`src/rtl/io_controller.sv`:
```
// io_controller: memory-mapped LEDs, switches, debounced buttons,
// seven-segment digits and a prescaled compare timer.
module io_controller #(
  parameter int DATA_SIZE       = 16,
  parameter int ADDRESS_SIZE    = 12,
  parameter int NUM_LEDS        = 10,
  parameter int NUM_SWITCHES    = 10,
  parameter int NUM_BUTTONS     = 4,
  parameter int NUM_HEX         = 4,
  parameter int BTN_ACTIVE_LOW  = 1,
  parameter int DEBOUNCE_CYCLES = 50000,
  parameter int PRESCALE        = 50000
) (
  input  logic                      clk,
  input  logic                      reset_n,
  input  logic [ADDRESS_SIZE-1:0]   a_address,
  input  logic [DATA_SIZE-1:0]      a_writeData,
  input  logic                      a_we,
  output logic [DATA_SIZE-1:0]      a_out,
  input  logic [ADDRESS_SIZE-1:0]   b_address,
  output logic [DATA_SIZE-1:0]      b_out,
  input  logic [NUM_SWITCHES-1:0]   switches,
  input  logic [NUM_BUTTONS-1:0]    pushButtons,
  output logic [NUM_LEDS-1:0]       leds,
  output logic [7*NUM_HEX-1:0]      hex_segments,
  output logic                      irq
);

  localparam int DS = DATA_SIZE;
  localparam int AW = ADDRESS_SIZE;
  localparam int NB = NUM_BUTTONS;
  localparam int NMAP = 16;
  localparam int CW = $clog2(DEBOUNCE_CYCLES);
  localparam int PW =
    (PRESCALE > 1) ? $clog2(PRESCALE) : 1;
  localparam logic [CW-1:0] CNT_MAX =
    CW'(DEBOUNCE_CYCLES - 1);
  localparam logic [PW-1:0] PSC_MAX =
    PW'(PRESCALE - 1);

  localparam logic [3:0] O_LED  = 4'd0;
  localparam logic [3:0] O_PEND = 4'd3;
  localparam logic [3:0] O_TCNT = 4'd4;
  localparam logic [3:0] O_TCMP = 4'd5;
  localparam logic [3:0] O_TCTL = 4'd6;

  // Offset counts down from the top word, so it is the inverted address.
  logic          a_io, b_io;
  logic [AW-1:0] a_off, b_off;
  logic          a_low, b_low;
  logic [3:0]    a_idx, b_idx;
  logic          a_wr;

  assign a_io  = a_address[AW-1 -: 2] == 2'b11;
  assign b_io  = b_address[AW-1 -: 2] == 2'b11;
  assign a_off = ~a_address;
  assign b_off = ~b_address;
  assign a_low = a_off[AW-1:4] == '0;
  assign b_low = b_off[AW-1:4] == '0;
  assign a_idx = a_off[3:0];
  assign b_idx = b_off[3:0];
  assign a_wr  = a_we & a_io & a_low;

  logic               wr_led, wr_pend;
  logic               wr_tcnt, wr_tcmp, wr_tctl;
  logic [NUM_HEX-1:0] wr_hex;

  assign wr_led  = a_wr && (a_idx == O_LED);
  assign wr_pend = a_wr && (a_idx == O_PEND);
  assign wr_tcnt = a_wr && (a_idx == O_TCNT);
  assign wr_tcmp = a_wr && (a_idx == O_TCMP);
  assign wr_tctl = a_wr && (a_idx == O_TCTL);

  always_comb begin
    wr_hex = '0;
    for (int i = 0; i < NUM_HEX; i++)
      wr_hex[i] = a_wr && (a_idx == 4'(8 + i));
  end

  logic [NUM_LEDS-1:0]     led_q;
  logic [NUM_SWITCHES-1:0] sw_s1, sw_s2;
  logic [NB-1:0]           btn_s1, btn_s2;
  logic [NB-1:0]           btn_norm, btn_lvl;
  logic [NB-1:0]           btn_flip, pend_set;
  logic [NB-1:0]           pend_q, pend_clr;
  logic [CW-1:0]           btn_cnt [NB];
  logic [DS-1:0]           tcnt_q, tcmp_q;
  logic                    run_q, mie_q, bie_q;
  logic                    match_q, match_set;
  logic [PW-1:0]           psc_q;
  logic                    tick, t_hit;
  logic [6:0]              hex_q [NUM_HEX];

  assign btn_norm =
    (BTN_ACTIVE_LOW != 0) ? ~btn_s2 : btn_s2;

  always_comb begin
    btn_flip = '0;
    for (int i = 0; i < NB; i++)
      btn_flip[i] = (btn_norm[i] != btn_lvl[i])
                 && (btn_cnt[i] == CNT_MAX);
  end

  assign pend_set = btn_flip & btn_norm;
  assign pend_clr =
    wr_pend ? a_writeData[NB-1:0] : '0;

  always_ff @(posedge clk) begin
    if (!reset_n) begin
      btn_s1  <= '0;
      btn_s2  <= '0;
      btn_lvl <= '0;
      for (int i = 0; i < NB; i++)
        btn_cnt[i] <= '0;
    end else begin
      btn_s1 <= pushButtons;
      btn_s2 <= btn_s1;
      for (int i = 0; i < NB; i++) begin
        if (btn_norm[i] == btn_lvl[i]) begin
          btn_cnt[i] <= '0;
        end else if (btn_flip[i]) begin
          btn_lvl[i] <= btn_norm[i];
          btn_cnt[i] <= '0;
        end else begin
          btn_cnt[i] <= btn_cnt[i] + CW'(1);
        end
      end
    end
  end

  // A CPU load of TCNT swallows a coincident tick entirely.
  assign tick      = run_q && (psc_q == PSC_MAX);
  assign t_hit     = tcnt_q == tcmp_q;
  assign match_set = tick && t_hit && !wr_tcnt;

  always_ff @(posedge clk) begin
    if (!reset_n) begin
      sw_s1   <= '0;
      sw_s2   <= '0;
      led_q   <= '0;
      pend_q  <= '0;
      tcnt_q  <= '0;
      tcmp_q  <= '0;
      psc_q   <= '0;
      run_q   <= 1'b0;
      mie_q   <= 1'b0;
      bie_q   <= 1'b0;
      match_q <= 1'b0;
      irq     <= 1'b0;
      for (int i = 0; i < NUM_HEX; i++)
        hex_q[i] <= '0;
    end else begin
      sw_s1  <= switches;
      sw_s2  <= sw_s1;
      pend_q <= (pend_q & ~pend_clr) | pend_set;
      if (wr_led)
        led_q <= a_writeData[NUM_LEDS-1:0];
      if (wr_tcmp)
        tcmp_q <= a_writeData;
      if (wr_tctl)
        {bie_q, mie_q, run_q} <= a_writeData[2:0];
      match_q <= (match_q
                 & ~(wr_tctl & a_writeData[8]))
               | match_set;
      if (wr_tcnt) begin
        tcnt_q <= a_writeData;
        psc_q  <= '0;
      end else if (tick) begin
        psc_q  <= '0;
        tcnt_q <= t_hit ? '0 : tcnt_q + DS'(1);
      end else if (run_q) begin
        psc_q <= psc_q + PW'(1);
      end
      for (int i = 0; i < NUM_HEX; i++)
        if (wr_hex[i])
          hex_q[i] <= a_writeData[6:0];
      irq <= (match_q & mie_q)
           | ((|pend_q) & bie_q);
    end
  end

  logic [DS-1:0] map   [NMAP];
  logic [DS-1:0] a_map [NMAP];
  logic [DS-1:0] a_rd, b_rd;

  always_comb begin
    for (int i = 0; i < NMAP; i++)
      map[i] = '0;
    map[0][NUM_LEDS-1:0]     = led_q;
    map[1][NUM_SWITCHES-1:0] = sw_s2;
    map[2][NB-1:0]           = btn_lvl;
    map[3][NB-1:0]           = pend_q;
    map[4]                   = tcnt_q;
    map[5]                   = tcmp_q;
    map[6][2:0]              = {bie_q, mie_q, run_q};
    map[6][8]                = match_q;
    for (int i = 0; i < NUM_HEX; i++)
      map[8+i][6:0] = hex_q[i];
  end

  // Port a sees freshly written R/W fields; W1C bits stay pre-write.
  always_comb begin
    a_map = map;
    if (wr_led) begin
      a_map[0] = '0;
      a_map[0][NUM_LEDS-1:0] =
        a_writeData[NUM_LEDS-1:0];
    end
    if (wr_tcnt)
      a_map[4] = a_writeData;
    if (wr_tcmp)
      a_map[5] = a_writeData;
    if (wr_tctl)
      a_map[6][2:0] = a_writeData[2:0];
    for (int i = 0; i < NUM_HEX; i++)
      if (wr_hex[i])
        a_map[8+i][6:0] = a_writeData[6:0];
  end

  assign a_rd = a_low ? a_map[a_idx] : '0;
  assign b_rd = b_low ? map[b_idx] : '0;

  always_ff @(posedge clk) begin
    if (!reset_n) begin
      a_out <= '0;
      b_out <= '0;
    end else begin
      if (a_io)
        a_out <= a_rd;
      if (b_io)
        b_out <= b_rd;
    end
  end

  assign leds = led_q;

  always_comb begin
    hex_segments = '0;
    for (int i = 0; i < NUM_HEX; i++)
      hex_segments[7*i +: 7] = hex_q[i];
  end

endmodule

```
`config.mk`:
```
export PLATFORM = sky130hd
export DESIGN_NAME = io_controller
export DESIGN_NICKNAME = d
export VERILOG_FILES = /design/src/rtl/io_controller.sv
export SDC_FILE = /design/constraint.sdc
export NUM_CORES = 1
export LEC_CHECK = 0
export CAP_MARGIN = 0
export CORE_UTILIZATION = 48
export CTS_BUF_LIST = sky130_fd_sc_hd__clkbuf_16
export CTS_CLUSTER_DIAMETER = 200
export CTS_CLUSTER_SIZE = 12
export DETAILED_ROUTE_END_ITERATION = 10
export HOLD_SLACK_MARGIN = 0.05
export PLACE_DENSITY = 0.7
export SYNTH_ARGS = -nofsm -noshare
export SYNTH_HDL_FRONTEND = slang
export SYNTH_SLANG_ARGS = --single-unit
```
`constraint.sdc`:
```
create_clock -name clk -period 2.84 [get_ports clk]
set_clock_uncertainty 0.15 [all_clocks]
set_input_delay 0.71 -clock clk [delete_from_list [all_inputs] [get_ports clk]]
set_output_delay 0.71 -clock clk [all_outputs]
set_load 0.02 [all_outputs]
```
==> metrics.md <==
| Metric | Value |
|---|---|
| Post-synthesis simple-gate area fraction | `0.2258` |
| Cts hold-fix bufs | `0` |
| Root buf cell | `clkbuf_16` |
| Crit path kind | `in -> reg` |
| Layout cells sized above 1 | `0.1235` |
| Register Area | `approximately 5400 um^2` |
| RePlAce Congestion | `0.9379` |
| Hold path cells | `1` |
| Pleak | `approximately 5.3 nW` |
| DRT antenna net count | `0` |
| Cell repeated most along the worst path | `buf_4` |
| Total track usage | `0.2547` |
| TritonCTS clock tree | `built` |
| Number of diodes | `0` |
| Vias in the first global route | `9415` |
| Hold Vio Cnt, Final | `0` |
| Power density over the cells | `between 400 and 500 nW/um^2` |
| Via/cell ratio | `5.604` |
| Reg2reg path depth | `8` |
| Drt pass-1 iters | `6` |
| Xor and xnor fraction of the mapped netlist area | `0.06519` |
| Resize count post-CTS | `0` |
| Final Cycle Share | `0.9124` |
| Starting Density | `0.4876` |
| Crit start category | `primary input` |
| Syn_area_per_cell | `~9.6 um^2` |
| IO Port Bufs | `roughly 130` |
| Worst skew pair latency | `510 ps` |
| Max cap viols | `0` |
| Leading area contributor after synthesis | `edfxtp_1` |
| Crit. End Element | `flip-flop` |
| Ys async rst share | `0` |
| Gate power share | `0.096` |
| Main synth FF type | `dfxtp_1` |
| Top cells by area, synth | `edfxtp_1, dfxtp_1, nor2_1, nand2_1, mux4_2` |
| NetSw | `~1.6 mW` |
| RR Startpoint | `psc_q[0]` |
| Io pins | `around 130` |
| Register area share after synthesis | `0.4554` |
| TritonCTS Buffers | `22` |
| RSZ-0062 raised after global routing | `false` |
| Largest family of logic cells by synthesized area | `simple AND/OR/NAND/NOR gates` |
| Synthesis-to-finish area growth | `22.99%` |
| Flop pwr share | `0.519` |
| Worst Path Arrival | `2660 ps` |
| Syn Inst Count | `1233` |
| Worst slew margin | `0.5235` |
| Setup bufs post-CTS | `0` |
| Final Util | `0.5997` |
| CP required | `2910 ps` |
| Yosys top cell area share | `0.2337` |
| Compound-Gate Fraction of Synth Area | `0.1102` |
| Worst slack, placed | `-230.0 ps` |
| Hold EP | `sw_s2[3]` |
| Final min period | `2591 ps` |
| DR DRC count | `0` |
| Post-route setup TNS | `0 ps` |
| Die height | `159.0 um` |
| WL/cell | `18.14 um` |
| Overall power | `6.820 mW` |
| Fillcell total | `2069` |
| Fmax | `0.3859 GHz` |
| Footprint of the multi-input gates | `~6000 um^2` |
| Ys Warns | `0` |
| Library cells used by synthesis | `73` |
| Crit path max fanout | `7` |
| Die area | `approximately 25000 um^2` |
| Grt total ovfl | `0` |
| Final worst slack | `248.7 ps` |
| Post-synth EDFFs | `92` |
| Mux contribution to synthesized area | `0.08127` |
| Core ar. | `approximately 24000 um^2` |
| Pint | `about 5.2 mW` |
| CTS Sinks | `223` |
| Dpl hpwl | `between 20 and 25 mm` |
| Hold path startpoint | `sw_s1[3]` |
| Adder-cell share of the synthesized area | `0.006349` |
| Final setup viols | `0` |
| FF-to-FF End | `psc_q[12]` |
| HP Class | `reg -> reg` |
| Switching share of total power | `0.2391` |
| Die W | `159.0 um` |
| H-tree depth | `1` |
| Synthesis-stage register bit count | `223` |
| Clk pwr share | `0.385` |
| Run status | `finished, final reports clean` |
| Clock Tree Buf Depth | `3` |
| Largest vdd supply drop | `0.3289 mV` |
| Slew Viols, Final | `0` |
| DR iter-0 viols | `around 900` |
| Initial antenna violation count | `0` |
| Clock-pin slew on the worst setup and hold paths | `60 ps` |
| Hold WS | `280.9 ps` |
| Mapped Area | `roughly 12000 um^2` |
| Crit-path slowest cell | `clkdlybuf4s50_1` |
| Via count | `approximately 9900` |
| Cell Chain, Critical Path | `clkdlybuf4s50_1 > nand4_4 > or3_1 > buf_4 > o21ai_0 > buf_4` |
| First-pass GRT wire length | `51.23 mm` |
| Worst Max-Slew Pin Slew | `between 700 and 800 ps` |
| Max incr delay on CP | `between 600 and 700 ps` |
| Core Rows | `57` |
| Reg-to-reg setup timing slack | `370 ps` |
| Final nets | `1501` |
| Largest net degree at the start of global routing | `53` |
| WL final | `32.17 mm` |
-- Yosys cell counts (all sizes together) (20+ instances only) --
| cell type | number |
|---|---|
| a21oi | 65 |
| and2 | 62 |
| buf | 70 |
| clkbuf | 35 |
| dfxtp | 131 |
| edfxtp | 92 |
| mux2i | 33 |
| mux4 | 20 |
| nand2 | 137 |
| nand3 | 46 |
| nand4 | 32 |
| nor2 | 145 |
| nor3 | 20 |
| o21ai | 43 |
| xnor2 | 45 |
| xor2 | 43 |
-- metrics by stage --
step                      std cells  cell area, um^2
after floorplan                1296            12060
after global placement         1738            13920
after detailed placement       1738            13920
after CTS                      1773            14540
after global routing           1773            14540
final                          1773            14540
-- kinds of logic (layout without fill, tap and decap cells) --
| logic type | Yosys count | after routing |
|---|---|---|
| other | 1 | 64 |
| xor gates and xnor gates | 88 | 88 |
| adders and majority gates | 6 | 6 |
| and+or+nand+nor | 524 | 524 |
| AOI/OAI and AO/OA | 201 | 201 |
| buffers and inverters | 121 | 274 |
| muxes | 69 | 69 |
| DFF | 223 | 223 |
-- layout by cell type (no fill, tap or decap), drive strengths merged, types with 5 or more instances in the layout --
cell type / instances
dfxtp: 131
nand3: 46
ha: 6
xnor2: 45
nor4b: 7
edfxtp: 92
clkbuf: 23
a32oi: 6
and3: 17
a22oi: 16
or3: 11
or2: 7
o22ai: 5
mux2: 16
o21ai: 43
a222oi: 9
mux4: 20
buf: 97
and2: 62
xor2: 43
conb: 64
a31oi: 5
nor2: 145
nor4: 11
clkdlybuf4s50: 126
and4: 8
nor3: 20
a22o: 5
nor2b: 9
inv: 28
mux2i: 33
a21oi: 65
nand4: 32
a2bb2oi: 6
nand2: 137
a211oi: 6
-- routing by layer --
metal / GRT usage / share of wire / up-vias
li1: - / - / 4727
met1: 0.3573 / 0.44 / 4727
met2: 0.4105 / 0.46 / 426
met3: 0.03803 / 0.081 / 56
met4: 0.07037 / 0.024 / 0
met5: 0 / 0 / -
-- worst max-delay path: cells and delay by family --
kind	cells	cell delay, ps
buf+inv	3	1010
simple gates	2	760
compound gates	1	180
-- area by class of cell --
cell class	count	share of cell area
multi-input combinational	952	0.4139
tap	324	0.02788
sequential	223	0.3703
inverter	16	0.004130
timing repair buffer	223	0.1409
clock inverter	12	0.003269
clock buffer	23	0.03958
-- worst max-delay path by stage --
stage                      start          end  slack [ps]  cells past startpoint
finish              a_address[8]  hex_q[3][2]         250                      6
global route            psc_q[0]    psc_q[12]         190                      8
CTS                 a_address[8]  hex_q[3][2]         300                      6
detailed placement  a_address[8]  hex_q[3][4]        -230                      6
global placement    a_address[8]  hex_q[3][5]        -200                      6
floorplan           a_address[3]  hex_q[1][0]         270                      4
-- flip-flops by register name, summed over array words and instances (netlist names), 4 cells and up --
register	count
pend_q	4
tcmp_q	16
hex_q	28
btn_cnt	64
sw_s1	10
leds	10
btn_s2	4
btn_s1	4
psc_q	16
sw_s2	10
tcnt_q	16
b_out	16
a_out	16
btn_lvl	4
-- power by group through the flow --
stage	Clock, mW	Combinational, mW	Sequential [mW]
finish	2.63	0.654	3.54
global route	2.80	0.704	3.55
CTS	2.69	0.646	3.54
detailed placement	0	0.643	3.61
global placement	0	0.636	3.60
floorplan	0	0.386	3.57
No activity file was read; power rests on OpenSTA's default activity.
